<file path="config.mk">
export PLATFORM = sky130hd
export DESIGN_NAME = stack_control_unit
export DESIGN_NICKNAME = d
export VERILOG_FILES = /design/src/rtl/stack_control_unit.sv
export SDC_FILE = /design/constraint.sdc
export NUM_CORES = 1
export LEC_CHECK = 0
export BUFFER_PORTS_ARGS = -buffer_cell sky130_fd_sc_hd__buf_4
export CAP_MARGIN = 20
export CORE_UTILIZATION = 49
export CTS_BUF_LIST = sky130_fd_sc_hd__clkbuf_2
export DETAILED_ROUTE_END_ITERATION = 12
export GPL_ROUTABILITY_DRIVEN = 0
export PLACE_DENSITY = 0.85
export SLEW_MARGIN = 10
export SYNTH_ARGS = -nofsm -noshare
export SYNTH_HDL_FRONTEND = slang
export SYNTH_SLANG_ARGS = --single-unit
</file>
<file path="constraint.sdc">
create_clock -name clock_i -period 4.6 [get_ports clock_i]
set_input_delay 0 -clock clock_i [delete_from_list [all_inputs] [get_ports clock_i]]
set_output_delay 0 -clock clock_i [all_outputs]
set_load 0.01 [all_outputs]
</file>
<file path="src/rtl/stack_control_unit.sv">
// Stack controller: sequences PUSH/POP against data memory and commits the new $rp to the register bank.
// Optional bounds checking (overflow/underflow -> ERR) is enabled by defining STACK_BOUNDS_CHECK_EN.
module stack_control_unit #(
    parameter int                DATA_W      = 32,
    parameter logic [DATA_W-1:0] RP_INIT     = DATA_W'(224),
    parameter logic [DATA_W-1:0] STACK_LIMIT = DATA_W'(160),
    parameter logic [DATA_W-1:0] STEP        = DATA_W'(1)
) (
    input  logic              clock_i,
    input  logic              reset_i,
    input  logic              start_i,
    input  logic [1:0]        op_i,
    input  logic [DATA_W-1:0] rp_i,
    input  logic [DATA_W-1:0] push_data_i,
    input  logic [DATA_W-1:0] mem_rdata_i,
    output logic [DATA_W-1:0] mem_addr_o,
    output logic [DATA_W-1:0] mem_wdata_o,
    output logic              mem_we_o,
    output logic              mem_re_o,
    output logic [DATA_W-1:0] rp_o,
    output logic              pilha_e_o,
    output logic [DATA_W-1:0] pop_data_o,
    output logic              done_o,
    output logic              err_o,
    output logic              busy_o
);

    typedef enum logic [2:0] {
        S_IDLE, S_PUSH_WR, S_POP_RD, S_POP_WAIT, S_UPDATE, S_ERR
    } state_t;

    state_t            state_q;
    logic [DATA_W-1:0] rp_q;
    logic [DATA_W-1:0] mem_addr_q, mem_wdata_q, rp_out_q, pop_data_q;
    logic              mem_we_q, mem_re_q, pilha_e_q, done_q, busy_q;

    logic push_req, pop_req, bad;
    assign push_req = start_i && (op_i == 2'b01);
    assign pop_req  = start_i && (op_i == 2'b10);

`ifdef STACK_BOUNDS_CHECK_EN
    logic err_q;
    assign bad   = (push_req && (rp_i < STACK_LIMIT + STEP)) ||
                   (pop_req && (rp_i >= RP_INIT));
    assign err_o = err_q;
`else
    assign bad   = 1'b0;
    assign err_o = 1'b0;
`endif

    // Outputs are registered, so each state loads the values seen during the following state.
    always_ff @(posedge clock_i or posedge reset_i) begin
        if (reset_i) begin
            state_q     <= S_IDLE;
            rp_q        <= '0;
            mem_addr_q  <= '0;
            mem_wdata_q <= '0;
            rp_out_q    <= '0;
            pop_data_q  <= '0;
            mem_we_q    <= 1'b0;
            mem_re_q    <= 1'b0;
            pilha_e_q   <= 1'b0;
            done_q      <= 1'b0;
            busy_q      <= 1'b0;
`ifdef STACK_BOUNDS_CHECK_EN
            err_q       <= 1'b0;
`endif
        end else begin
            mem_we_q  <= 1'b0;
            mem_re_q  <= 1'b0;
            pilha_e_q <= 1'b0;
            done_q    <= 1'b0;
`ifdef STACK_BOUNDS_CHECK_EN
            err_q     <= 1'b0;
`endif
            case (state_q)
                S_IDLE: begin
                    if (bad) begin
                        rp_q    <= rp_i;
                        busy_q  <= 1'b1;
                        state_q <= S_ERR;
`ifdef STACK_BOUNDS_CHECK_EN
                        err_q   <= 1'b1;
`endif
                    end else if (push_req) begin
                        rp_q        <= rp_i;
                        mem_addr_q  <= rp_i - STEP;
                        mem_wdata_q <= push_data_i;
                        mem_we_q    <= 1'b1;
                        busy_q      <= 1'b1;
                        state_q     <= S_PUSH_WR;
                    end else if (pop_req) begin
                        rp_q       <= rp_i;
                        mem_addr_q <= rp_i;
                        mem_re_q   <= 1'b1;
                        busy_q     <= 1'b1;
                        state_q    <= S_POP_RD;
                    end
                end
                S_PUSH_WR: begin
                    rp_out_q  <= rp_q - STEP;
                    pilha_e_q <= 1'b1;
                    done_q    <= 1'b1;
                    state_q   <= S_UPDATE;
                end
                S_POP_RD: state_q <= S_POP_WAIT;
                S_POP_WAIT: begin
                    pop_data_q <= mem_rdata_i;
                    rp_out_q   <= rp_q + STEP;
                    pilha_e_q  <= 1'b1;
                    done_q     <= 1'b1;
                    state_q    <= S_UPDATE;
                end
                S_UPDATE, S_ERR: begin
                    busy_q  <= 1'b0;
                    state_q <= S_IDLE;
                end
                default: begin
                    busy_q  <= 1'b0;
                    state_q <= S_IDLE;
                end
            endcase
        end
    end

    assign mem_addr_o  = mem_addr_q;
    assign mem_wdata_o = mem_wdata_q;
    assign mem_we_o    = mem_we_q;
    assign mem_re_o    = mem_re_q;
    assign rp_o        = rp_out_q;
    assign pilha_e_o   = pilha_e_q;
    assign pop_data_o  = pop_data_q;
    assign done_o      = done_q;
    assign busy_o      = busy_q;

endmodule

</file>
# After elaboration in Yosys (flattened, before gate mapping)
# Index checks and enable logic that the tools add are counted.
# classes
addsub	3
n_eq_ne	6
n_mux	16
n_bitwise	1
n_reduce_logical	10
# op_table
operator	n
32-bit 2-to-1 mux	3
32-bit one-hot mux with 2 select lines	1
32-bit by 1-bit subtractor with 32-bit output, second input constant	2
32-bit by 1-bit adder with 32-bit output, second input constant	1
3-bit one-hot mux with 3 select lines	1
1-bit 2-to-1 mux	8
3-bit by 2-bit equality test with 1-bit output, second input constant	2
3-bit 2-to-1 mux	2
2-bit AND reduction	3
2-bit nonzero test	2
3-bit by 1-bit equality test with 1-bit output, second input constant	1
3-bit logical NOT	1
3-bit inequality test, second input constant	1
3-bit OR reduction	1
2-bit by 1-bit equality test with 1-bit output, second input constant	1
2-bit equality test, second input constant	1
1-bit logical AND	2
1-bit one-hot mux with 2 select lines	1
2-bit OR reduction	1
1-bit NOT	1
# word_totals
ff_bits	167
inputBits	101
output_inout_bits	134
elab_cells	46

# Longest topological paths before layout
# Gate-level depths: netlist of the first run.
# depth
ltp_word	5
mapped_depth	15
depth_no_buf	13

# Least setup slack after synthesis of the first run
# No wires, ideal clock.
# synth_timing
path_type	register to register
from	register state_q[2]
to	register rp_out_q[30], in the netlist rp_o[30]
setup_ns	0.131
arrival_time_ns	4.288
required_time_ns	4.469
setup_slack_ns	0.181
stages_incl_launch_ff	14
path_buffers	2
synth_period_minus_slack_ns	4.419
cell_sequence	dfrtp_1 nand2b_1 clkbuf_1 inv_1 nand2_1 clkbuf_1 ha_1 and2_1 a311o_1 a221o_1 a31oi_1 o31ai_1 and3_1 or3_1
# synth_via
elab_chain_cells	2
elab_cells_between_ends	4
classes_between	2 x eq/ne; 1 x mux; 1 x reduce/logical
# synth_lines
item	line_no	rtl
start: declaration	32	state_t state_q;
start signal: assignment	54	state_q <= S_IDLE;
start signal: assignment	81	state_q <= S_ERR;
start signal: assignment	91	state_q <= S_PUSH_WR;
3-bit by 2-bit equality test with 1-bit output / 3-bit by 1-bit equality test with 1-bit output (equally long branches)	76	case (state_q)
32-bit one-hot mux with 2 select lines / 2-bit nonzero test (equally long branches)	n/a	
end signal: assignment	101	rp_out_q <= rp_q - STEP;
end signal: assignment	109	rp_out_q <= rp_q + STEP;
end: declaration	34	logic [DATA_W-1:0] mem_addr_q, mem_wdata_q, rp_out_q, pop_data_q;
# Several ways; a longest one is shown, not always the timed one.
# A chain may end at the register's enable or synchronous reset.

# Final worst setup path of the first run
# layout_timing
from	register state_q[2]
to	register rp_out_q[31], in the netlist rp_o[31]
# Same word-level chain as after synthesis.

==> impl_metrics.yaml, run 1 <==
run_status:
  status: "finished clean"
clock_tree:
  clockBufferDepth: 2
  cts_max_level: 4
  cts_sinks: 167
  clk_latency_ps: 770
  clk_pin_slew_worst_paths_ps: 260
  tritoncts: "built"
  cts_resized: 0
  cts_root_buffer: "clkbuf_2"
  cts_buffers: 17
timing:
  fin_crit_sh: 0.8907
  setup-violations-final: 0
  rsz0062_at_grt: "false"
  relSlewSlack: 0.2969
  drv_slew: 0
  setup_slack_ps: 502.9
  tns_ps: 0
  clock_skew_ps: 44.51
  fin_crit_ps: 4097
  clock.fmax_mhz: 244.1
  tightest_slew_ps: 1053
  hold_viol: 0
worst_setup_path:
  r2r-start: "state_q[2]"
  worstSetupStartpointType: "register"
  setup.worst_path.class: "register to register"
  critPathSlowestCell: "a2111oi_0"
  worstPathMaxFanout: 12
  path_common_cell: "o211ai_1"
  cp-end-kind: "register"
  required_ps: 5230
  critPathLaunch: "state_q[2]"
  cp_cell_sequence: "nand2b_2 > inv_1 > nand2_2 > ha_1 > o211ai_1 > o21ai_0 > o211ai_1 > a211oi_1 > o21bai_1 > a2111oi_0 > nor3_1 > o31ai_1"
  max_stage_delay_ps: 610
  worstPathArrival_ps: 4730
cells_and_area:
  finish.net_count: 1350
  final_design_area_no_fill_um2: 12290
  drive_gt1_frac: 0.2854
  syn2layout_area_growth_pct: 48.05
  fin_cells: 1458
drt:
  drtIter0Drc: 515
  post-route-drc-count: 0
  finalWirelength_um: 27270
  avgRoutedWirePerCell_um: 18.71
  drtPass1Iterations: 5
  routed-via-count: 7948
  ant_nets: 0
  via_per_inst: 5.451
grt:
  grt_pass1_wl_um: 42190
  grt_use_total: 0.3128
  antenna_found_initial: 8
  grt_pass1_vias: 8088
  overflow: 0
  grt_max_degree: 70
synth:
  synth_cells: 820
  yosysWarnings: 0
  synth_common_cells: "179 x nand2_1, 167 x dfrtp_1, 74 x o21ai_0"
  yosysMostFrequentCell: "nand2_1"
  avgSynthCellArea_um2: 10.12
  synth_edf_count: 0
  synth_top_area_share: 0.5034
  synth_area_leader_cell: "dfrtp_1"
  synth_nets: 953
  syn_area_um2: 8302
  yosysSeqAreaShare: 0.5034
  synth-seq-cells: 167
  synth.area.top_cells: "dfrtp_1 50%, mux2_2 8.5%, nand2_1 8.1%"
  async_flop_share: 1.000
  synthFlopType: "dfrtp_1"
  synth_cell_type_count: 59
placement:
  dp_slack_ps: 688.1
  placed_cells_incl_taps: 1239
  port_buffers: 233
  hpwl_um: 15450
  place_area_um2: 10230
pwr:
  p_leak_nw: 5.831
  vdd_ir_drop_max_v: 0.0003712
  total_power_mw: 8.008
  p_per_area_nw_per_um2: 651.6
floorplan:
  rows: 47
  die_x_um: 132.2
  ios: 235
  die_y_um: 132.2
  die_area_um2: 17470
  core_area_um2: 16580
  start_util: 0.5006
flow_run:
  maxCapViolCount: 0
worst_hold_path:
  min_path_type: "input pin to register"
  hp-start: "rp_i[17]"
state kept, by name (all words and copies together), names as in the netlist:
name / count
busy_o: 1
done_o: 1
mem_addr_o: 32
mem_re_o: 1
mem_wdata_o: 32
mem_we_o: 1
pop_data_o: 32
rp_o: 32
rp_q: 32
state_q: 3
repair_timing:
action / CTS / global route
hold buffers: 178 / 1
endpoints found under the hold margin: 245 / 1
buffers inserted: 0 / 0
path summary, 6_finish.rpt:
path,end,slack (ps),cells after the start
worst min register to register,rp_o[24],510,2
min in group asynchronous,pop_data_o[23],500,4
worst max register to register,rp_o[31],500,12
worst min-delay path,rp_q[17],90,3
max in group asynchronous,mem_wdata_o[29],2860,5
worst max-delay path,rp_o[31],500,12
cell type report:
cell class / instances / area (µm²)
Inverter: 17 / 68.82
Tap cell: 220 / 275.3
Sequential cell: 167 / 4179
Clock inverter: 15 / 167.7
Antenna cell: 8 / 20.02
Clock buffer: 17 / 85.08
Fill cell: 1087 / 4293
Timing Repair Buffer: 418 / 3586
Multi-Input combinational cell: 596 / 3909
power breakdown:
part           internal [mW]  switching, mW  leakage, nW  total, mW
Sequential              2.19          0.535         2.04       2.73
Clock                  0.264          0.575        0.147      0.839
Combinational           2.09           2.35         3.65       4.44
cells in the final DEF (no fill, tap or decap), drive strengths merged, types with 7 or more instances in the layout:
| master | instances |
|---|---|
| buf | 239 |
| dlygate4sd3 | 179 |
| nand2 | 179 |
| dfrtp | 167 |
| o21ai | 76 |
| mux2 | 63 |
| xnor2 | 35 |
| a21oi | 33 |
| ha | 31 |
| a21o | 23 |
| nor2 | 23 |
| inv | 23 |
| xor2 | 18 |
| clkbuf | 17 |
| nor3 | 13 |
| diode | 8 |
| nand4 | 7 |
| nand3 | 7 |
| nor4 | 7 |
| or3 | 7 |
critical path, delay by kind of cell, from the launching register on:
| family | cells | cell delay, ps |
|---|---|---|
| adder cells (fa/ha/maj) | 1 | 420 |
| AND/OR/NAND/NOR | 3 | 590 |
| flip-flops | 1 | 480 |
| AO/OA/AOI/OAI | 7 | 2190 |
| buffers and inverters | 1 | 320 |
stage by stage:
| step | hold slack [ps] | util |
|---|---|---|
| finish | 91.25 | 0.7411 |
| global route | 5.170 | 0.7411 |
| CTS | 5.573 | 0.7393 |
| detailed placement | 134.2 | 0.6166 |
| global placement | 129.6 | 0.6166 |
| floorplan | 105.4 | - |
per-layer routing:
layer / vias to the layer above / global-route usage / share of wire
met3: 94 / 0.07574 / 0.075
met1: 3801 / 0.3585 / 0.38
met5: - / 0 / 0
met2: 395 / 0.5350 / 0.50
li1: 3658 / - / -
met4: 0 / 0.1789 / 0.044
cells by family after synthesis:
kind of cell               Yosys count  synth area share
AOI/OAI and AO/OA                  174            0.1266
buffers and inverters               57           0.02668
DFF                                167            0.5034
other                                1         0.0004517
xor gates and xnor gates            53           0.05591
and+or+nand+nor                    273            0.1524
adders and majority gates           32           0.04913
muxes                               63           0.08546
Note: power is estimated with default switching activity, not from simulation.
==> run 2, diff against run 1 <==
--- a/config.mk
+++ b/config.mk
@@ -8,7 +8,8 @@
 export BUFFER_PORTS_ARGS = -buffer_cell sky130_fd_sc_hd__buf_4
 export CAP_MARGIN = 20
 export CORE_UTILIZATION = 49
-export CTS_BUF_LIST = sky130_fd_sc_hd__clkbuf_2
+export CTS_BUF_LIST = sky130_fd_sc_hd__clkbuf_8
+export CTS_CLUSTER_SIZE = 16
 export DETAILED_ROUTE_END_ITERATION = 12
 export GPL_ROUTABILITY_DRIVEN = 0
 export PLACE_DENSITY = 0.85
==> impl_metrics.yaml, run 2 (synthesis results as in run 1) <==
clock_tree:
  postCtsSetupBuffers: 0
  cts_root_buffer: "clkbuf_8"
  cts_buffers: 17
  clk_pin_slew_worst_paths_ps: 100
  tritoncts: "built"
  clockBufferDepth: 2
  cts_max_level: 4
  clk_latency_ps: 460
  cts_sinks: 167
timing:
  clock.fmax_mhz: 245.4
  relSlewSlack: 0.3274
  hold_viol: 0
  setup_slack_ps: 524.3
  rsz0062_at_grt: "false"
  clock_skew_ps: 13.70
  tns_ps: 0
  drv_slew: 0
  fin_crit_sh: 0.8860
  setup-violations-final: 0
  tightest_slew_ps: 1008
  fin_crit_ps: 4076
floorplan:
  core_area_um2: 16580
  rows: 47
  ios: 235
  die_y_um: 132.2
  die_x_um: 132.2
  start_util: 0.5006
  die_area_um2: 17470
grt:
  grt_use_total: 0.2809
  grt_pass1_vias: 7435
  grt_max_degree: 70
  overflow: 0
  antenna_found_initial: 0
  grt_pass1_wl_um: 38250
drt:
  drtPass1Iterations: 5
  finalWirelength_um: 24250
  via_per_inst: 5.433
  avgRoutedWirePerCell_um: 17.66
  drtIter0Drc: 476
  routed-via-count: 7460
  ant_nets: 0
  post-route-drc-count: 0
cells_and_area:
  syn2layout_area_growth_pct: 40.35
  finish.net_count: 1272
  num-fill-cells: 1168
  mostFrequentLayoutCells: "239 x buf_4, 177 x nand2_1, 167 x dfrtp_1"
  drive_gt1_frac: 0.3056
  multi_input_area_um2: 3909
  seq_area_um2: 4179
  final_common_cell: "buf_4"
worst_setup_path:
  worstPathArrival_ps: 4390
  setup.worst_path.class: "register to register"
  worstPathMaxFanout: 12
  cp-end-kind: "register"
  worstSetupStartpointType: "register"
  required_ps: 4920
placement:
  dp_slack_ps: 688.1
  port_buffers: 233
  hpwl_um: 15450
pwr:
  p_per_area_nw_per_um2: 697.6
  vdd_ir_drop_max_v: 0.0003530
  p_leak_nw: 5.554
flow_run:
  maxCapViolCount: 0
worst_hold_path:
  min_path_type: "input pin to async pin"
run_status:
  status: "finished clean"
==> run 2: area by class of cell <==
| cell class | instances | share of cell area |
|---|---|---|
| diodes | 1 | 0.0002148 |
| flip-flops and latches | 167 | 0.3587 |
| well taps | 220 | 0.02363 |
| repair buffers | 340 | 0.2408 |
| clock buffers | 18 | 0.02126 |
| multi-input cells | 596 | 0.3355 |
| clock inverters | 14 | 0.01407 |
| inverters | 17 | 0.005906 |
==> run 2: path summary, 6_finish.rpt <==
check,from,endpoint,slack (ps),depth (start not counted)
worst max-delay path,state_q[2],rp_o[31],520,12
worst min-delay path,reset_i,pop_data_o[23],170,3
worst max register to register,state_q[2],rp_o[31],520,12
worst min register to register,rp_o[7],rp_o[7],480,2
max in group asynchronous,reset_i,mem_wdata_o[29],3190,4
min in group clock_i,push_data_i[27],mem_wdata_o[27],270,4
==> run 2: timing repair <==
item,4_1_cts,5_1_grt
resized for setup,0,0
endpoints found under the hold margin,198,0
hold buffers,101,0
==> run 2: through the flow <==
| step | cells | total power [mW] | area [µm²] | hold WS [ps] | util |
|---|---|---|---|---|---|
| 2_1_floorplan | 820 | 5.212 | 8302 | 105.4 | - |
| 3_3_place_gp | 1239 | 6.691 | 10230 | 129.6 | 0.6166 |
| 3_5_place_dp | 1239 | 6.827 | 10230 | 134.2 | 0.6166 |
| 4_1_cts | 1372 | 8.026 | 11650 | 203.4 | 0.7024 |
| 5_1_grt | 1372 | 8.655 | 11650 | 214.4 | 0.7024 |
| 6_report | 1373 | 8.128 | 11650 | 170.8 | 0.7026 |
==> run 2: power breakdown <==
part / leakage (nW) / internal [mW] / total (mW) / switching, mW
Clock: 0.204 / 0.513 / 1.11 / 0.597
Combinational: 3.31 / 2.05 / 4.33 / 2.28
Sequential: 2.04 / 2.20 / 2.69 / 0.491
==> run 2: worst max-delay path, cell delays in order (launching register included) <==
cell	delay, ps
dfrtp_1	430
nand2b_2	200
inv_1	340
nand2_2	270
ha_1	420
o211ai_1	100
o21ai_0	480
o211ai_1	250
a211oi_1	440
o21bai_1	160
a2111oi_0	580
o21a_1	210
o31ai_1	70
==> run 2: layer usage <==
metal	routed length (µm)	global-route usage
met4	1034	0.1466
met5	0	0
met2	11830	0.4685
met3	1740	0.06728
met1	9643	0.3383
